`src/rtl/bckt_sched.sv`:
```
// Round-robin bucket scheduler: grants one flash channel at a time and launches the intersection engine.
// Optional watchdog abort enabled by defining BCKT_SCHED_TIMEOUT_EN.
module bckt_sched #(
    parameter int unsigned N_CH    = 4,
    parameter int unsigned BID_W   = 16,
    parameter int unsigned CNT_W   = 32,
    parameter int unsigned TIMEOUT = 65535
) (
    input  logic                    clk,
    input  logic                    rst,
    input  logic                    enable,
    input  logic [N_CH-1:0]         ch_req,
    input  logic [N_CH*BID_W-1:0]   ch_bid,
    output logic [N_CH-1:0]         ch_gnt,
    output logic                    eng_start,
    output logic [BID_W-1:0]        eng_bid,
    input  logic                    eng_done,
    output logic                    eng_abort,
    output logic                    busy,
    output logic [$clog2(N_CH)-1:0] cur_ch,
    output logic [CNT_W-1:0]        bckt_cnt,
    output logic                    timeout_err
);

    localparam int unsigned CH_W = $clog2(N_CH);

    if (N_CH < 2 || TIMEOUT == 0) begin : g_param_err
        $error("bckt_sched: requires N_CH >= 2 and TIMEOUT >= 1");
    end

    typedef enum logic [1:0] {IDLE, START, WAIT} state_t;

    state_t           state, state_nxt;
    logic [CH_W-1:0]  rr_ptr;
    logic [CH_W-1:0]  win_ch;
    logic             win_vld;
    logic [CH_W:0]    scan_sum;
    logic [CH_W-1:0]  scan_idx;
    logic             launch;
    logic             done_hit;
    logic             abort_hit;
    logic [BID_W-1:0] bid_arr [N_CH];

    for (genvar i = 0; i < N_CH; i++) begin : g_bid
        assign bid_arr[i] = ch_bid[i*BID_W +: BID_W];
    end

    // First requester at or above rr_ptr wins, wrapping at N_CH
    always_comb begin
        win_vld  = 1'b0;
        win_ch   = '0;
        scan_sum = '0;
        scan_idx = '0;
        for (int unsigned k = 0; k < N_CH; k++) begin
            scan_sum = {1'b0, rr_ptr} + (CH_W+1)'(k);
            if (scan_sum >= (CH_W+1)'(N_CH)) begin
                scan_sum = scan_sum - (CH_W+1)'(N_CH);
            end
            scan_idx = scan_sum[CH_W-1:0];
            if (!win_vld && ch_req[scan_idx]) begin
                win_vld = 1'b1;
                win_ch  = scan_idx;
            end
        end
    end

    assign launch   = (state == IDLE) && enable && win_vld;
    assign done_hit = (state == WAIT) && eng_done;

`ifdef BCKT_SCHED_TIMEOUT_EN
    localparam int unsigned TO_W = $clog2(TIMEOUT + 1);

    logic [TO_W-1:0] wait_cnt;

    // Abort on the WAIT cycle whose count would reach TIMEOUT; a simultaneous done wins
    assign abort_hit = (state == WAIT) && !eng_done && (wait_cnt == TO_W'(TIMEOUT - 1));

    always_ff @(posedge clk) begin
        if (rst || state != WAIT) begin
            wait_cnt <= '0;
        end else if (!eng_done) begin
            wait_cnt <= wait_cnt + TO_W'(1);
        end
    end
`else
    assign abort_hit = 1'b0;
`endif

    always_ff @(posedge clk) begin
        if (rst) begin
            state <= IDLE;
        end else begin
            state <= state_nxt;
        end
    end

    always_comb begin
        state_nxt = state;
        case (state)
            IDLE:    if (launch) state_nxt = START;
            START:   state_nxt = WAIT;
            WAIT:    if (done_hit || abort_hit) state_nxt = IDLE;
            default: state_nxt = IDLE;
        endcase
    end

    // Registered outputs and scheduler bookkeeping
    always_ff @(posedge clk) begin
        if (rst) begin
            ch_gnt      <= '0;
            eng_start   <= 1'b0;
            eng_bid     <= '0;
            eng_abort   <= 1'b0;
            busy        <= 1'b0;
            cur_ch      <= '0;
            bckt_cnt    <= '0;
            timeout_err <= 1'b0;
            rr_ptr      <= '0;
        end else begin
            ch_gnt    <= '0;
            eng_start <= 1'b0;
            eng_abort <= abort_hit;
            busy      <= (state_nxt != IDLE);
            if (launch) begin
                cur_ch    <= win_ch;
                eng_bid   <= bid_arr[win_ch];
                ch_gnt    <= N_CH'(1) << win_ch;
                eng_start <= 1'b1;
            end
            if (state == START) begin
                rr_ptr <= (cur_ch == CH_W'(N_CH - 1)) ? '0 : cur_ch + CH_W'(1);
            end
            if (done_hit) begin
                bckt_cnt <= bckt_cnt + CNT_W'(1);
            end
            if (abort_hit) begin
                timeout_err <= 1'b1;
            end
        end
    end

endmodule
```
`config.mk`:
```
export PLATFORM = sky130hd
export DESIGN_NAME = bckt_sched
export DESIGN_NICKNAME = d
export VERILOG_FILES = /design/src/rtl/bckt_sched.sv
export SDC_FILE = /design/constraint.sdc
export NUM_CORES = 1
export LEC_CHECK = 0
export BUFFER_PORTS_ARGS = -buffer_cell sky130_fd_sc_hd__clkbuf_2
export CORE_MARGIN = 1.5
export CORE_UTILIZATION = 43
export CTS_CLUSTER_SIZE = 30
export DETAILED_ROUTE_END_ITERATION = 8
export PLACE_DENSITY_LB_ADDON = 0.15
export SLEW_MARGIN = 20
export SYNTH_ARGS = -nofsm -noshare
export SYNTH_HDL_FRONTEND = slang
export SYNTH_SLANG_ARGS = --single-unit
```
`constraint.sdc`:
```
create_clock -name clk -period 1.54 [get_ports clk]
set_input_delay 0.077 -clock clk [delete_from_list [all_inputs] [get_ports clk]]
set_output_delay 0.077 -clock clk [all_outputs]
set_load 0.01 [all_outputs]
```
Word level (Yosys, flattened, before mapping) --
Index checks and enable logic that the tools add are counted.
Cells by class: magnitude comparators 9, shifts and indexed selects 1, add/subtract/negate cells 9, bitwise logic cells 2, reduce and logical (&&, ||, !) cells 12, equal/unequal tests 3, muxes and demuxes 28
Operators with widths (number):
- adder 32 x 1 -> 32 bit, second input constant | 1
- binary-select mux 16 bit (select 2 bit) | 1
- two-way mux 16 bit | 2
- two-way mux 2 bit | 11
- >= comparator 3 bit, second input constant | 4
- < comparator 2 x 3 -> 1 bit, second input constant | 4
- two-way mux 1 bit | 9
- binary-select mux 1 bit (select 2 bit) | 4
- subtractor 2 x 1 -> 2 bit, second input constant | 4
- adder 2 x 2 -> 3 bit, second input constant | 2
- logical AND 1 bit | 6
- one-hot mux 2 bit (3 select lines) | 1
- == test 2 bit, second input constant | 2
- << shifter 1 x 2 -> 4 bit, first input constant | 1
- adder 2 x 1 -> 3 bit, second input constant | 1
- >= comparator 2 x 3 -> 1 bit, second input constant | 1
- logical NOT 1 bit | 3
- NOT 2 -> 3 bit | 1
- adder 2 x 1 -> 2 bit, second input constant | 1
- == test 2 x 1 -> 1 bit, second input constant | 1
- logical NOT 2 bit | 1
- nonzero test 2 bit | 1
- OR reduction 2 bit | 1
- NOT 1 bit | 1
Storage, ports and cells: register bits after elaboration 60, output and inout port bits 58, input bits 72, logic and storage cells 72

Logic depth before layout (Yosys ltp) --
word-level depth 18, mapped depth 7, gate-level depth less buffers 6

Least setup slack after synthesis --
Ideal clock, no wire load.
path type reg2reg, from register bckt_cnt[0], to register bckt_cnt[28], setup time 0.070 ns, cell stages (with the launch flop) 8, clock period less this slack 1.614 ns, required time 1.470 ns, slack -0.074 ns, arrival time 1.544 ns, path through dfxtp_1 -> ha_1 -> nand3_1 -> nor2_1 -> buf_4 -> nand3_2 -> or3_1 -> a21oi_1
On the way: longest elaborated chain between the ends 1
RTL lines:
- start: declaration | RTL line 21 | output logic [CNT_W-1:0] bckt_cnt,
- start signal: assignment | RTL line 134 | bckt_cnt <= bckt_cnt + CNT_W'(1);
- adder 32 x 1 -> 32 bit | RTL line 134
No other way between the ends. A chain may end at the register's enable or synchronous reset.

Final worst setup path --
from register rr_ptr[1], to register eng_bid[2]
On the way: longest elaborated chain between the ends 18
RTL lines:
- start: declaration | RTL line 34 | logic [CH_W-1:0] rr_ptr;
- start signal: assignment | RTL line 131 | rr_ptr <= (cur_ch == CH_W'(N_CH - 1)) ? '0 : cur_ch + CH_W'(1);
- branches (longest 18 deep; another with adder 2 x 1 -> 3 bit)
- end signal: assignment | RTL line 126 | eng_bid <= bid_arr[win_ch];
- end: declaration | RTL line 16 | output logic [BID_W-1:0] eng_bid,
Several ways; the timed one is not identified. The select of a mux whose other input is x is not followed.

==> metrics.txt <==
status finished with violations; violated checks DRC, setup timing; P&R area growth vs syn 49.01%; top cells by area in the synthesized netlist sky130_fd_sc_hd__dfxtp_1 (41%), sky130_fd_sc_hd__mux2i_1 (12%), sky130_fd_sc_hd__xor2_1 (6.0%); estimated wirelength of the detail-placed design 5678 um; I/O pins 130; number of H-tree branching levels 3; data arrival at the endpoint of the critical path 1.74 ns; element type at the critical path end register; clock tree from TritonCTS done; DIE HEIGHT 85.31 um; wire length of the first global-routing pass 12,120 um; Worst Path Buf+Inv 1; sum of negative setup slack -0.006252 ns; CP top delay family compound AO/OA/AOI/OAI gates; Layout fillers 548; static leakage 0.002001 uW; overall die area 0.007277 mm^2; drt initial violations 132; critical-path maximum fanout 6; Buffers on Ports 127; maximum clock rate 646.7 MHz; biggest area consumer among synthesized cells sky130_fd_sc_hd__dfxtp_1; largest net degree at the start of global routing 23; total instance count after detailed placement 548; Routed Antenna Nets 0; yosys synthesis warning count 0; via count of the routed design 2,874; commonest register cell after synthesis sky130_fd_sc_hd__dfxtp_1; overall power 3449 uW; cell with the biggest individual delay on the critical path sky130_fd_sc_hd__dfxtp_2; clock insertion delay at the later pin of the skew report 0.33 ns; setup violators final 1; worst setup path class register to register; number of standard-cell rows in the floorplan 29; core region area 0.006459 mm^2; number of vias per cell after detailed routing 5.042; Routed WL per cell 13.40 um; DRC Markers 6; initial standard-cell utilization of the core 0.4510; maximum vdd ir drop 0.0004590 V; total clock sinks 60; area share of the leading cell type in the synthesized netlist 0.4124; GRT Total Usage 0.2081; least setup slack across all paths after layout -0.006252 ns; WL final 7638 um; instance count of the mapped netlist 311; count of unique library cells instantiated by Yosys 47; number of pins with negative max-slew slack in the final report 0; cell breakdown of the critical path a21o_1, a21oi_2, o22a_4, buf_4, mux2i_1, o221ai_1; Post-synth ARST share 0; setup repair after global routing missed its margin true; clock-pin transition on the worst setup and hold timing paths 0.07 ns; buffer cell driving the clock tree root sky130_fd_sc_hd__clkbuf_8; average cell area after synthesis 9.366 um^2; Final Net Count 563; antenna diode instance count 0; power density over the cells 794.6 mW/mm^2; share of synthesized area occupied by flip-flops and latches 0.4124; maximum count of clock buffers along a single path 2; first-pass detailed-route iteration total 6; period utilisation layout 1.004; final period demand of the worst path 1.546 ns; hold violation count in the final report 0; Max Clock Skew 0.009334 ns; weighted congestion reported at the end of routability-driven placement 0.7519; final standard cell count with taps included and fillers excluded 570; vias in the first global route 2,751; antenna violations before repair 0; Die X 85.31 um; Critical Path Start Type register; register bit count reported by yosys 60; number of enable flip-flop cells after synthesis 0; number of CTS-inserted buffers 9; number of maximum-capacitance constraint violations 0; Slowest Stage Delay on Critical Path 0.32 ns; layout cell share with drive strength beyond 1 0.4888; cell area after synthesis 0.002913 mm^2; hold crit path type input pin to register; Crit path required time 1.73 ns; total congestion overflow 0
worst paths after layout:
path               startpoint           to  cells after the start  slack (ns)
setup reg to reg    rr_ptr[1]   eng_bid[2]                      6      -0.006
hold / removal     ch_bid[32]   eng_bid[0]                      3        0.04
hold reg to reg   eng_bid[15]  eng_bid[15]                      2        0.47
setup / recovery    rr_ptr[1]   eng_bid[2]                      6      -0.006
cells in the mapped netlist (2+ instances only):
master / instances
sky130_fd_sc_hd__dfxtp_1: 60
sky130_fd_sc_hd__nor2_1: 42
sky130_fd_sc_hd__mux2i_1: 36
sky130_fd_sc_hd__nand2_1: 22
sky130_fd_sc_hd__xor2_1: 20
sky130_fd_sc_hd__nand3_1: 15
sky130_fd_sc_hd__o221ai_1: 15
sky130_fd_sc_hd__a21oi_1: 13
sky130_fd_sc_hd__nand4_1: 12
sky130_fd_sc_hd__buf_4: 7
sky130_fd_sc_hd__o21ai_0: 7
sky130_fd_sc_hd__or3_1: 7
sky130_fd_sc_hd__inv_1: 6
sky130_fd_sc_hd__clkbuf_1: 4
sky130_fd_sc_hd__and2_1: 3
sky130_fd_sc_hd__nand2b_1: 3
sky130_fd_sc_hd__xnor2_1: 3
sky130_fd_sc_hd__and3_1: 2
sky130_fd_sc_hd__and4_1: 2
sky130_fd_sc_hd__buf_2: 2
sky130_fd_sc_hd__buf_6: 2
sky130_fd_sc_hd__ha_1: 2
sky130_fd_sc_hd__nor2_4: 2
where the power goes:
part           internal, uW  total, uW  switching (uW)
Sequential             1610       1650            32.8
Clock                   659       1230             570
Combinational           303        573             271
area by class of cell:
class,count,area (um^2),share of cell area
clock buffers,13,158.9,0.03661
clock inverters,2,10.01,0.002306
inverters,6,22.52,0.005189
multi-input cells,230,1702,0.3920
flip-flops and latches,60,1220,0.2811
well taps,77,96.34,0.02220
repair buffers,182,1131,0.2606
worst reg2reg max path, delay by kind of cell, from the launching register on:
family | cells | cell delay [ns]
muxes | 1 | 0.22
DFF | 1 | 0.32
buffers and inverters | 1 | 0.17
AOI/OAI and AO/OA | 4 | 0.70
layer usage:
metal,GRT usage,vias to the layer above,share of wire
met1,0.2486,1325,0.43
met2,0.3723,75,0.51
met5,0,-,0
met3,0.04086,10,0.043
li1,-,1464,-
met4,0.07185,0,0.012
layout by cell type, fill, tap and decap left out, types with 5 or more instances in the layout:
cell type	n
sky130_fd_sc_hd__o21ai_0	7
sky130_fd_sc_hd__mux2i_1	31
sky130_fd_sc_hd__dfxtp_2	12
sky130_fd_sc_hd__xor2_1	20
sky130_fd_sc_hd__nor2_1	41
sky130_fd_sc_hd__dfxtp_1	47
sky130_fd_sc_hd__a21oi_2	5
sky130_fd_sc_hd__nand3_1	11
sky130_fd_sc_hd__a21oi_1	8
sky130_fd_sc_hd__inv_1	6
sky130_fd_sc_hd__nand2_1	22
sky130_fd_sc_hd__nand4_1	12
sky130_fd_sc_hd__buf_4	47
sky130_fd_sc_hd__o221ai_1	15
sky130_fd_sc_hd__buf_12	6
sky130_fd_sc_hd__clkbuf_8	11
sky130_fd_sc_hd__clkbuf_2	127
per-stage QoR:
stage | worst slack, ns | util | instance area (um^2) | hold slack (ns)
finish | -0.006252 | 0.6720 | 4340 | 0.03510
global route | -0.06511 | 0.6720 | 4340 | 0.03409
CTS | -0.01396 | 0.6546 | 4228 | 0.02364
floorplan | 0.0005294 | - | 2924 | 0.1525
detailed placement | -0.04213 | 0.6120 | 3953 | 0.3700
global placement | -0.002404 | 0.6120 | 3953 | 0.3696
repair_timing:
item / 4_1_cts / 5_1_grt
endpoints found under the setup margin: 14 / 28
pin swaps: 3 / 24
setup buffers: 2 / 5
cloned: 2 / 0
hold buffers: 0 / 0
gates resized for setup: 8 / 32
registers in the layout, summed over array words and instances, names as in the netlist:
name       cells
bckt_cnt      32
ch_gnt         4
state          2
eng_bid       16
busy           1
eng_start      1
cur_ch         2
rr_ptr         2
cells by family (layout without fill, tap and decap cells):
| kind of cell | count (synthesis) | after routing | synth area share |
|---|---|---|---|
| AND/OR/NAND/NOR | 125 | 125 | 0.2328 |
| AO/OA/AOI/OAI | 42 | 42 | 0.1048 |
| adder cells (fa/ha/maj) | 2 | 2 | 0.008590 |
| buffers and inverters | 22 | 203 | 0.04725 |
| multiplexers | 36 | 36 | 0.1237 |
| flip-flops | 60 | 60 | 0.4124 |
| other | 1 | 2 | 0.001287 |
| XOR/XNOR | 23 | 23 | 0.06916 |
No activity file was read; power rests on OpenSTA's default activity.
